**config.mk**
```make
export PLATFORM = sky130hd
export DESIGN_NAME = pad_cfg_ctrl_flat
export DESIGN_NICKNAME = d
export VERILOG_FILES = /design/src/rtl/pad_cfg_if.sv /design/src/rtl/pad_cfg_ctrl.sv /design/src/flat_wrapper.sv
export SDC_FILE = /design/constraint.sdc
export NUM_CORES = 1
export LEC_CHECK = 0
export BUFFER_PORTS_ARGS = -buffer_cell sky130_fd_sc_hd__buf_4
export CAP_MARGIN = 40
export CORE_MARGIN = 2
export CORE_UTILIZATION = 50
export CTS_CLUSTER_SIZE = 10
export DETAILED_ROUTE_END_ITERATION = 6
export PLACE_DENSITY = 0.72
export RECOVER_POWER = 100
export SKIP_LAST_GASP = 1
export SYNTH_ARGS = -nofsm -noshare
export SYNTH_HDL_FRONTEND = slang
export SYNTH_SLANG_ARGS = --single-unit
export TNS_END_PERCENT = 100
```
**constraint.sdc**
```tcl
create_clock -name clk -period 3.8 [get_ports clk]
set_clock_uncertainty 0.05 [all_clocks]
set_input_delay 0.19 -clock clk [delete_from_list [all_inputs] [get_ports clk]]
set_output_delay 0.19 -clock clk [all_outputs]
set_load 0.02 [all_outputs]
```
**src/rtl/pad_cfg_if.sv**
```systemverilog
// Serial configuration handshake between a frame source (master) and
// the pad configuration controller (slave).
interface pad_cfg_if;
   logic cfg_start;
   logic cfg_valid;
   logic cfg_bit;
   logic cfg_ready;
   logic cfg_err_clr;
   logic cfg_busy;
   logic cfg_done;
   logic cfg_err;

   modport master (
      output cfg_start, cfg_valid, cfg_bit, cfg_err_clr,
      input  cfg_ready, cfg_busy, cfg_done, cfg_err
   );

   modport slave (
      input  cfg_start, cfg_valid, cfg_bit, cfg_err_clr,
      output cfg_ready, cfg_busy, cfg_done, cfg_err
   );
endinterface

```
**src/rtl/pad_cfg_ctrl.sv**
```systemverilog
// Pad configuration controller: receives a serial frame of per-pad
// control fields plus an even-parity bit, commits it atomically to the
// active pad controls, and synchronises raw pad inputs into clk.
module pad_cfg_ctrl #(
   parameter int NUM_BIDIR_PADS = 4,
   parameter int NUM_INPUT_PADS = 4,
   parameter int SYNC_STAGES    = 2
) (
   input  logic                      clk,
   input  logic                      rst,
   pad_cfg_if.slave                  cfg,
   output logic [NUM_BIDIR_PADS-1:0] bidir_oe,
   output logic [NUM_BIDIR_PADS-1:0] bidir_cs,
   output logic [NUM_BIDIR_PADS-1:0] bidir_sl,
   output logic [NUM_BIDIR_PADS-1:0] bidir_ie,
   output logic [NUM_BIDIR_PADS-1:0] bidir_pu,
   output logic [NUM_BIDIR_PADS-1:0] bidir_pd,
   input  logic [NUM_INPUT_PADS-1:0] input_raw,
   output logic [NUM_INPUT_PADS-1:0] input_sync,
   input  logic [NUM_BIDIR_PADS-1:0] bidir_raw,
   output logic [NUM_BIDIR_PADS-1:0] bidir_sync
);

   localparam int W  = 6 * NUM_BIDIR_PADS;
   localparam int CW = $clog2(W + 1);
   localparam int NS = NUM_INPUT_PADS + NUM_BIDIR_PADS;

   localparam logic [1:0] IDLE   = 2'd0;
   localparam logic [1:0] SHIFT  = 2'd1;
   localparam logic [1:0] PARITY = 2'd2;
   localparam logic [1:0] COMMIT = 2'd3;

   localparam logic [CW-1:0] LAST_IDX = CW'(W - 1);

   // Shadow encoding that matches the reset state of the active controls:
   // only the input-enable field (bit 3 of each 6-bit pad field) is set.
   function automatic logic [W-1:0] ctrl_reset_word();
      logic [W-1:0] r;
      r = '0;
      for (int i = 0; i < NUM_BIDIR_PADS; i++) begin
         r[6*i+3] = 1'b1;
      end
      return r;
   endfunction

   localparam logic [W-1:0] SHADOW_RST = ctrl_reset_word();

   logic [1:0]    state;
   logic [CW-1:0] cnt;
   logic [W-1:0]  shadow;
   logic          err;
   logic          accept;
   logic          parity_bad;

   // cfg_start takes priority over a bit offered in the same cycle.
   assign accept     = cfg.cfg_valid & cfg.cfg_ready & ~cfg.cfg_start;
   assign parity_bad = (state == PARITY) & accept & ((^shadow) ^ cfg.cfg_bit);

   assign cfg.cfg_ready = (state == SHIFT) | (state == PARITY);
   assign cfg.cfg_busy  = (state != IDLE);
   assign cfg.cfg_done  = (state == COMMIT);
   assign cfg.cfg_err   = err;

   // Frame sequencing: state, bit counter and shadow shift register.
   always_ff @(posedge clk or posedge rst) begin
      if (rst) begin
         state  <= IDLE;
         cnt    <= '0;
         shadow <= SHADOW_RST;
      end else begin
         case (state)
            IDLE: begin
               if (cfg.cfg_start) begin
                  state <= SHIFT;
                  cnt   <= '0;
               end
            end
            SHIFT: begin
               if (cfg.cfg_start) begin
                  cnt <= '0;
               end else if (accept) begin
                  shadow <= {shadow[W-2:0], cfg.cfg_bit};
                  cnt    <= cnt + CW'(1);
                  if (cnt == LAST_IDX) begin
                     state <= PARITY;
                  end
               end
            end
            PARITY: begin
               if (cfg.cfg_start) begin
                  state <= SHIFT;
                  cnt   <= '0;
               end else if (accept) begin
                  state <= parity_bad ? IDLE : COMMIT;
               end
            end
            COMMIT: begin
               state <= IDLE;
            end
            default: begin
               state <= IDLE;
            end
         endcase
      end
   end

   // Sticky parity error; a new error in the same cycle beats a clear.
   always_ff @(posedge clk or posedge rst) begin
      if (rst) begin
         err <= 1'b0;
      end else if (parity_bad) begin
         err <= 1'b1;
      end else if (cfg.cfg_err_clr) begin
         err <= 1'b0;
      end
   end

   // Active controls load from the shadow only on the edge leaving COMMIT.
   always_ff @(posedge clk or posedge rst) begin
      if (rst) begin
         bidir_oe <= '0;
         bidir_cs <= '0;
         bidir_sl <= '0;
         bidir_ie <= '1;
         bidir_pu <= '0;
         bidir_pd <= '0;
      end else if (state == COMMIT) begin
         for (int i = 0; i < NUM_BIDIR_PADS; i++) begin
            bidir_oe[i] <= shadow[6*i+0];
            bidir_cs[i] <= shadow[6*i+1];
            bidir_sl[i] <= shadow[6*i+2];
            bidir_ie[i] <= shadow[6*i+3];
            bidir_pu[i] <= shadow[6*i+4];
            bidir_pd[i] <= shadow[6*i+5];
         end
      end
   end

   logic [SYNC_STAGES-1:0][NS-1:0] sync_p;

   // Multi-flop synchroniser chain for every raw pad input.
   always_ff @(posedge clk or posedge rst) begin
      if (rst) begin
         sync_p <= '0;
      end else begin
         sync_p <= {sync_p[SYNC_STAGES-2:0], {bidir_raw, input_raw}};
      end
   end

   assign input_sync = sync_p[SYNC_STAGES-1][NUM_INPUT_PADS-1:0];
   assign bidir_sync = sync_p[SYNC_STAGES-1][NS-1:NUM_INPUT_PADS];

endmodule
```
**src/flat_wrapper.sv**
```systemverilog
// flat-port wrapper written by rule: the top's interface ports become plain ports
module pad_cfg_ctrl_flat 
#(
   parameter int NUM_BIDIR_PADS = 4,
   parameter int NUM_INPUT_PADS = 4,
   parameter int SYNC_STAGES    = 2
)
  (clk, rst, bidir_oe, bidir_cs, bidir_sl, bidir_ie, bidir_pu, bidir_pd, input_raw, input_sync, bidir_raw, bidir_sync, cfg_cfg_start, cfg_cfg_valid, cfg_cfg_bit, cfg_cfg_err_clr, cfg_cfg_ready, cfg_cfg_busy, cfg_cfg_done, cfg_cfg_err);
  pad_cfg_if cfg_i ();
  input  logic clk;
  input  logic rst;
  output logic [NUM_BIDIR_PADS-1:0] bidir_oe;
  output logic [NUM_BIDIR_PADS-1:0] bidir_cs;
  output logic [NUM_BIDIR_PADS-1:0] bidir_sl;
  output logic [NUM_BIDIR_PADS-1:0] bidir_ie;
  output logic [NUM_BIDIR_PADS-1:0] bidir_pu;
  output logic [NUM_BIDIR_PADS-1:0] bidir_pd;
  input  logic [NUM_INPUT_PADS-1:0] input_raw;
  output logic [NUM_INPUT_PADS-1:0] input_sync;
  input  logic [NUM_BIDIR_PADS-1:0] bidir_raw;
  output logic [NUM_BIDIR_PADS-1:0] bidir_sync;
  input wire logic [$bits(cfg_i.cfg_start)-1:0] cfg_cfg_start;
  input wire logic [$bits(cfg_i.cfg_valid)-1:0] cfg_cfg_valid;
  input wire logic [$bits(cfg_i.cfg_bit)-1:0] cfg_cfg_bit;
  input wire logic [$bits(cfg_i.cfg_err_clr)-1:0] cfg_cfg_err_clr;
  output wire logic [$bits(cfg_i.cfg_ready)-1:0] cfg_cfg_ready;
  output wire logic [$bits(cfg_i.cfg_busy)-1:0] cfg_cfg_busy;
  output wire logic [$bits(cfg_i.cfg_done)-1:0] cfg_cfg_done;
  output wire logic [$bits(cfg_i.cfg_err)-1:0] cfg_cfg_err;
  assign cfg_i.cfg_start = cfg_cfg_start;
  assign cfg_i.cfg_valid = cfg_cfg_valid;
  assign cfg_i.cfg_bit = cfg_cfg_bit;
  assign cfg_i.cfg_err_clr = cfg_cfg_err_clr;
  assign cfg_cfg_ready = cfg_i.cfg_ready;
  assign cfg_cfg_busy = cfg_i.cfg_busy;
  assign cfg_cfg_done = cfg_i.cfg_done;
  assign cfg_cfg_err = cfg_i.cfg_err;
  pad_cfg_ctrl #(.NUM_BIDIR_PADS(NUM_BIDIR_PADS), .NUM_INPUT_PADS(NUM_INPUT_PADS), .SYNC_STAGES(SYNC_STAGES)) u_core (.clk(clk), .rst(rst), .cfg(cfg_i), .bidir_oe(bidir_oe), .bidir_cs(bidir_cs), .bidir_sl(bidir_sl), .bidir_ie(bidir_ie), .bidir_pu(bidir_pu), .bidir_pd(bidir_pd), .input_raw(input_raw), .input_sync(input_sync), .bidir_raw(bidir_raw), .bidir_sync(bidir_sync));
endmodule
```
-- After elaboration in Yosys (flattened, before gate mapping)
Index checks and enable logic that the tools add are counted.
- add/subtract/negate cells: 1
- multiply operators: 0
- div/mod/pow operators: 0
- magnitude comparators: 0
- equality and inequality tests: 11
- shift-type cells: 0
- multiplexer cells: 14
- bitwise logic cells: 7
- reduce and logical (&&, ||, !) cells: 9
- operators with widths (cell ; count):
    $reduce_xor A24 Y1 ; 1
    $mux W5 ; 3
    $mux W2 ; 7
    $pmux W5 S2 ; 1
    $pmux W2 S4 ; 1
    $ne A2 B2 Y1 const B ; 3
    $ne A3 B2 Y1 const B ; 2
    $reduce_and A3 Y1 ; 2
    $reduce_bool A2 Y1 ; 3
    $add A5 B1 Y5 const B ; 1
    $eq A5 B5 Y1 const B ; 1
    $reduce_and A5 Y1 ; 1
    $and A1 B1 Y1 ; 4
    $eq A2 B2 Y1 const B ; 2
    $ne A2 B1 Y1 const B ; 2
    $eq A2 B1 Y1 const B ; 1
    $logic_not A2 Y1 ; 1
    $mux W1 ; 2
    $reduce_or A2 Y1 ; 1
    $not A1 Y1 ; 1
    $or A1 B1 Y1 ; 1
    $xor A1 B1 Y1 ; 1
- register bits: 72
- latch bits: 0
- RAM bits: 0
- memory bits (read-only): 0
- input port bits: 14
- output and inout bits: 36
- logic and storage cells: 54
- memories kept: 0

-- Logic depth before layout (Yosys ltp)
Gate-level depths: netlist of the first run.
- depth in word-level cells: 10
- mapped depth: 8
- gate-level depth less buffers: 8

-- Worst setup path after synthesis of the first run
Ideal clock, no wire load.
- path type: register to register
- start: register u_core.state[1]
- end: register u_core.cnt[3]
- setup time: 0.077 ns
- arrival: 2.061 ns
- required time: 3.673 ns
- path slack: 1.611 ns
- cell stages (with the launch flop): 9
- buffers on the path: 0
- period minus slack after synthesis: 2.189 ns
- cells stage by stage: dfrtp_1 > inv_1 > ha_1 > nand2_1 > or2_4 > a211oi_2 > o21bai_2 > or3_1 > a21oi_1
- cells in the longest elaborated chain, start to end: 6
- elaborated cells on any way between the ends: 12
- classes of those cells: eq/ne: 4; mux: 1; bitwise: 3; reduce/logical: 4
- ends and longest elaborated chain (element ; RTL line ; text):
    start: declaration ; pad_cfg_ctrl.sv:48 ; logic [1:0] state;
    start signal: assignment ; pad_cfg_ctrl.sv:94 ; state <= parity_bad ? IDLE : COMMIT;
    $eq A2 B1 Y1 or $eq A2 B2 Y1 (tied branches) ; pad_cfg_ctrl.sv:59 ; assign cfg.cfg_ready = (state == SHIFT) | (state == PARITY);
    $or A1 B1 Y1 * ; pad_cfg_ctrl.sv:59 ;
    via cfg_cfg_ready ; flat_wrapper.sv:26 ; output wire logic [$bits(cfg_i.cfg_ready)-1:0] cfg_cfg_ready;
    $and A1 B1 Y1 * (2 in a row) ; pad_cfg_ctrl.sv:56 ; assign accept = cfg.cfg_valid & cfg.cfg_ready & ~cfg.cfg_start;
    $ne A3 B2 Y1 (no source line) * ; - ;
    $reduce_and A3 Y1 (no source line) * ; - ;
    end signal: assignment ; pad_cfg_ctrl.sv:83 ; cnt <= cnt + CW'(1);
    end: declaration ; pad_cfg_ctrl.sv:49 ; logic [CW-1:0] cnt;
The timed path passes the listed nets; every way through them passes the cells marked *.
A chain may end at the register's enable or synchronous reset.

-- Worst setup path in the final report of the first run
- start: register u_core.state[1]
- end: output cfg_cfg_done
- cells in the longest elaborated chain, start to end: 1
- ends and longest elaborated chain (element ; RTL line ; text):
    $eq A2 B2 Y1 ; pad_cfg_ctrl.sv:61 ; assign cfg.cfg_done = (state == COMMIT);
    end: declaration ; flat_wrapper.sv:28 ; output wire logic [$bits(cfg_i.cfg_done)-1:0] cfg_cfg_done;
Every way passes these cells.

==> results of run 1 <==
-- worst max-delay path by stage --
stage / endpoint / from / slack (ns) / depth (start not counted)
after floorplan: u_core.cnt[3] / u_core.state[1] / 1.61 / 8
after global placement: u_core.shadow[13] / u_core.state[0] / 1.54 / 6
after detailed placement: u_core.cnt[4] / u_core.state[1] / 1.62 / 8
after CTS: u_core.cnt[4] / u_core.state[1] / 1.58 / 8
after global routing: u_core.cnt[0] / rst / 0.73 / 4
final: cfg_cfg_done / u_core.state[1] / 1.24 / 3
-- cells by family (layout without fill, tap and decap cells) --
group                      after synthesis  in the layout
and+or+nand+nor                         19             19
DFF                                     72             72
AOI/OAI and AO/OA                       17             17
buffers and inverters                   21             86
xor gates and xnor gates                22             22
muxes                                   49             49
adders and majority gates                6              6
-- worst reg2reg max path, delay by kind of cell, from the launching register on --
| family | cells | cell delay, ns |
|---|---|---|
| AOI/OAI and AO/OA | 3 | 0.73 |
| DFF | 1 | 0.41 |
| adders and majority gates | 1 | 0.59 |
| buffers and inverters | 1 | 0.69 |
-- Yosys cell counts (3+ instances only) --
cell type / n
ha_1: 6
xor2_1: 3
xnor2_1: 15
inv_1: 7
a21oi_1: 4
nand2_1: 5
mux2_2: 48
o21ai_0: 6
buf_4: 8
clkbuf_1: 3
dfrtp_1: 64
nor2_1: 3
dfstp_2: 8
-- power breakdown --
group	switching [uW]	leakage [uW]	internal, uW
combinational	371	0.000650	306
sequential	64.5	0.000927	850
clock	295	0.000111	377
total	730	0.00169	1530
-- through the flow --
step / worst slack (ns) / power [uW] / instances / hold slack (ns) / cell area [um^2]
floorplan: 1.61 / 1480 / 206 / 0.171 / 3020
finish: 1.24 / 2260 / 346 / 0.0512 / 3600
global placement: 1.54 / 1650 / 319 / 0.206 / 3410
detailed placement: 1.62 / 1670 / 320 / 0.207 / 3430
CTS: 1.58 / 2350 / 346 / 0.0422 / 3760
global route: 0.734 / 2390 / 346 / 0.0461 / 3600
-- metal layers --
metal	up-vias	global-route usage, %	part of all wire [%]
li1	822	-	-
met3	6	4.40	3.8
met2	30	24.1	47
met5	-	0	0
met1	852	22.1	47
met4	0	8.17	1.5
-- what timing repair did --
action	CTS	global route
hold buffers	10	0
setup endpoints to repair	0	0
endpoints found under the hold margin	29	0
-- area by class of cell --
| class | count | share of cell area (%) |
|---|---|---|
| sequential | 72 | 50.4 |
| multi-input combinational | 113 | 30.2 |
| timing repair buffer | 63 | 9.77 |
| clock buffer | 9 | 3.44 |
| clock inverter | 7 | 2.85 |
| tap | 75 | 2.61 |
| inverter | 7 | 0.730 |
==> results.md, run 1 <==
* Status: finished with violations
* Failing checks: capacitance limit, slew limit
* Total Routing Usage GR at approximately 16%
* Hold_sp: cfg_cfg_start
* Yosys warning total at 0
* Initial antenna violation count at 0
* CP bufs+invs at 2
* Top flop regs: u_core.shadow x24, u_core.sync_p x8, u_core.cnt x5
* Ant diodes at 0
* Unrepaired setup endpoints after global routing: false
* Register with the most flip-flops: u_core.shadow
* Complex-gate fraction of the synthesized area at 4.23%
* Layout area overhead at 19.1%
* Multi-input gate area at about 1100 um^2
* CP max-delay cell: clkbuf_1
* Worst-path cell chain: ha_1 -> clkbuf_1 -> clkbuf_1
* TNS Setup at 0 ns
* R2R cell count at 5
* Vias in the first global route at between 1500 and 2000
* Tmin final at ~2.6 ns
* Max-cap violations at 1
* Synthesized area per cell at ~15 um^2
* Congestion Overflow GR at 0
* Row cnt at 28
* Number of synthesized flops with an enable pin at 0
* Vias after detailed routing at about 1700
* Final Max Tran Viols at 30
* Post-synth top flop: dfrtp_1
* DRT Pass-1 Iters at 4
* First-pass GRT wire length at ~8000 um
* WL/cell at about 14 um
* Setup violators final at 0
* Most frequent CP cell: clkbuf_1
* Yosys reg bits at 72
* Max H-tree Level at 3
* Core ar. at ~5900 um^2
* Synth unique cells at 35
* Clk root buf: clkbuf_8
* Fin. Hold Viols at 0
* # nets final at 286
* Clock-pin slew of the registers on the worst-case setup and hold paths at approximately 0.070 ns
* Most frequent cells in the layout: dfrtp_1, mux2_2, clkbuf_1, xnor2_1, dlygate4sd3_1
* Vias per cell at 4.94
* Reg area at between 1500 and 2000 um^2
* Clock Tree Buf Depth at 2
* Worst slew pin tran at 1.51 ns
* Cell family with most CP delay: buffers and inverters
* Synth area leaders: dfrtp_1, mux2_2, dfstp_2
* CTS tree: done
* Synth Area in XOR/XNOR at slightly below 8%
* Fill count at between 500 and 600
* Largest family of logic cells by synthesized area: multiplexers
* DIE HEIGHT at between 80 and 90 um
* RR Startpoint: u_core.state[1]
* Antenna Nets Post-Route at 0
* Post-synthesis sequential area ratio at roughly three fifths
* Largest net degree at the start of global routing at 30
* Req. time, crit path at between 3 and 4 ns
* Die X at slightly above 80 um
* I/O pins at 50
* Top cell type's share of synthesized area at a little over half
* Worst r2r dst: u_core.cnt[4]
* Max stage delay on crit path at slightly below 0.7 ns
* Num CTS Buffers at 9
* FFs w/ async S/R, synth at 100%
* Max transition margin at -0.963%
* Largest register FFs at 24
* Placed wire-length estimate at about 3300 um
* Adder-cell area share of the yosys netlist at under 10%
* Most common cell after layout, fill and taps aside: dfrtp_1
* Syn Nets at 226
* Post-Synthesis Cell Area at around 3000 um^2
* Clock sink count at 72
* Crit share post-route at between 60 and 70%
* Cell count after synthesis at roughly 200
* Share of cells above drive strength 1 at ~34%
* Crit path max fanout at 15
* Top cell type by total area after synthesis: dfrtp_1
* Worst setup SP type: register
* Final Core Density at between 60% and 70%
* Hold Path End: u_core.state[1]
* Final wirelength at between 4000 and 5000 um
* HP Class: in -> reg
* Post-cts sizing count at 0
* Port Buffers at 49
* CP Data Arrival Time at roughly 2.3 ns
* Mux share of post-synthesis cell area at between 10% and 20%
* Peak Freq at about 390 MHz
* Initial Util at roughly half
* Static leakage at 0.00169 uW
* Setup Buffers After CTS at 0
* Simple-gate share of the synthesized area at under 10%
* Hold path depth at 2
* R2R Setup Slk at between 1 and 1.5 ns
* DR iter-0 viols at around 40
* Crit end category: output pin
* Die Area at about 6700 um^2
* Crit path kind: reg -> out
* Residual DRC at 0
* Clk_lat worst skew at around 0.34 ns
* Power density cells at about 630 nW/um^2
* Final GP Congestion at approximately 0.86
* Worst vdd ir at roughly 400 uV
No activity file was read; power rests on OpenSTA's default activity.
==> inputs of run 2 (changes only) <==
Clock period 3.8 ns to 2.4 ns, I/O delays scaled along.
==> results.md, run 2 (synthesis gave the netlist of run 1 again) <==
* Setup violators final at 0 (unchanged)
* Fin. Hold Viols at 0 (unchanged)
* Unrepaired setup endpoints after global routing: false
* Port Buffers at 49 (unchanged)
* WL/cell at 14.3 um (+2.8%)
* DIE HEIGHT at 81.7 um (unchanged)
* Row cnt at 28 (unchanged)
* Ant diodes at 0 (unchanged)
* Crit path max fanout at 15 (unchanged)
* Vias after detailed routing at 1762 (+3.0%)
* R2R cell count at 8 (+3)
* RR Startpoint: u_core.state[0]
* Worst slew pin tran at 1.06 ns (-0.457 ns)
* Congestion Overflow GR at 0 (unchanged)
* Final GP Congestion at 0.755 (-12%)
* HP Class: in -> reg
* Die Area at 6680 um^2 (unchanged)
* Worst vdd ir at 643 uV (+59%)
* Die X at 81.7 um (unchanged)
* Residual DRC at 0 (unchanged)
* Worst r2r dst: u_core.cnt[3]
* Placed wire-length estimate at 3200 um (-3.1%)
* Initial Util at 51.3% (unchanged)
* Static leakage at 0.00168 uW (-0.39%)
* Most frequent cells in the layout: dfrtp_1, mux2_2, clkbuf_1, xnor2_1, dlygate4sd3_1
* Top flop regs: u_core.shadow x24, u_core.sync_p x8, u_core.cnt x5
* R2R Setup Slk at 0.23 ns (-1.04 ns)
* First-pass GRT wire length at 8670 um (+7.9%)
* Crit path to: cfg_cfg_done
* Hold_sp: cfg_cfg_valid
* I/O pins at 50 (unchanged)
* Share of cells above drive strength 1 at 33.9% (+0.36 points)
* Most common cell after layout, fill and taps aside: dfrtp_1
* Total Routing Usage GR at 17.5% (+1.2 points)
* Final Core Density at 60.7% (-0.45 points)
* Initial antenna violation count at 0 (unchanged)
* CP Data Arrival Time at 2.06 ns (-0.26 ns)
* Core ar. at 5890 um^2 (unchanged)
* Max-cap violations at 0 (-1)
* Crit share post-route at 92.9%
* Largest net degree at the start of global routing at 44 (+47%)
* Clock-pin slew of the registers on the worst-case setup and hold paths at 0.07 ns (about the same)
* Final wirelength at 5000 um (+3.7%)
* Req. time, crit path at 2.23 ns (-1.33 ns)
* Dpl cell area at 3430 um^2 (+0.15%)
* Max transition margin at 29.5% (+30 points)
* Power density cells at 944 nW/um^2 (+50%)
* Worst Setup SP: u_core.state[1]
* Register with the most flip-flops: u_core.shadow
* DRT Pass-1 Iters at 4 (unchanged)
* Peak Freq at between 400 and 500 MHz
* DR iter-0 viols at 63 (+54%)
* Worst setup SP type: register
* Fin area at 3570 um^2 (-0.73%)
* Crit path kind: reg -> out
* TNS Setup at 0 ns (unchanged)
* Fill count at 498 (-2.0%)
* Vias per cell at 5.05 (+2.2%)
* Crit end category: output pin
* Layout area overhead at 18.2%
* Antenna Nets Post-Route at 0 (unchanged)
* Clock sink count at 72 (unchanged)
* CTS tree: done
* Num CTS Buffers at 9 (unchanged)
* Tmin final at approximately 2.2 ns
* Status: completed
* Largest register FFs at 24 (unchanged)
* Clk root buf: clkbuf_8
* Clk_lat worst skew at 0.34 ns (about the same)
* Max H-tree Level at 3 (unchanged)
* Vias in the first global route at 1745 (+6.3%)
* # nets final at 289 (+1.0%)
* Clock Tree Buf Depth at 2 (unchanged)
* Final Max Tran Viols at 0 (-100%)
## run 2: cell count changes in the layout (fill, tap and decap cells not counted), moves of 2 or more
cell,previous run,this run
clkinv_2,0,2
inv_6,3,0
clkbuf_2,0,2
dlygate4sd3_1,10,12
bufinv_16,2,0
## run 2: how the worst min path moves through the flow
stage / slack [ns] / depth (start not counted) / endpoint
6_report: 0.21 / 4 / u_core.cfg.cfg_err
5_1_grt: 0.22 / 4 / u_core.cfg.cfg_err
4_1_cts: 0.21 / 4 / u_core.cfg.cfg_err
3_5_place_dp: 0.18 / 1 / u_core.sync_p[0]
3_3_place_gp: 0.18 / 1 / u_core.sync_p[0]
2_1_floorplan: 0.10 / 0 / u_core.sync_p[0]
## run 2: stage by stage
step | hold slack, ns | power [uW] | setup slack (ns) | std cells
after global routing | 0.219 | 3580 | 0.0247 | 349
after detailed placement | 0.180 | 2640 | 0.206 | 320
after global placement | 0.179 | 2610 | 0.285 | 320
after CTS | 0.208 | 3500 | 0.191 | 348
final | 0.207 | 3370 | 0.171 | 349
after floorplan | 0.101 | 2340 | 0.211 | 206
## run 2: area by class of cell
class,count,area [um^2],area share [%]
clock buffers,11,141,3.96
well taps,75,93.8,2.63
multi-input cells,113,1080,30.3
inverters,7,26.3,0.736
flip-flops and latches,72,1810,50.7
repair buffers,66,382,10.7
clock inverters,5,33.8,0.946
## run 2: worst max-delay path: stages, from the launching register on
cell,delay [ns]
dfrtp_1,0.38
clkbuf_1,0.16
ha_1,0.22
clkbuf_1,0.67
clkbuf_2,0.30
## run 2: per-layer routing
metal / vias to the layer above / track usage (%) / wire, um
li1: 827 / - / -
met3: 13 / 4.62 / 231
met1: 887 / 23.8 / 2300
met5: - / 0 / 0
met2: 35 / 25.9 / 2340
met4: 0 / 8.67 / 127
## run 2: repair_timing
| item | CTS | global route |
|---|---|---|
| hold buffers | 12 | 0 |
| endpoints found under the setup margin | 0 | 1 |
| hold endpoints to repair | 37 | 0 |
| resized for setup | 0 | 0 |
| buffers inserted | 0 | 1 |
## run 2: power by group
group / total [uW] / leakage (uW) / switching [uW] / internal (uW)
logic: 1080 / 0.000670 / 585 / 494
clock network: 846 / 0.0000853 / 445 / 402
registers: 1450 / 0.000927 / 102 / 1340
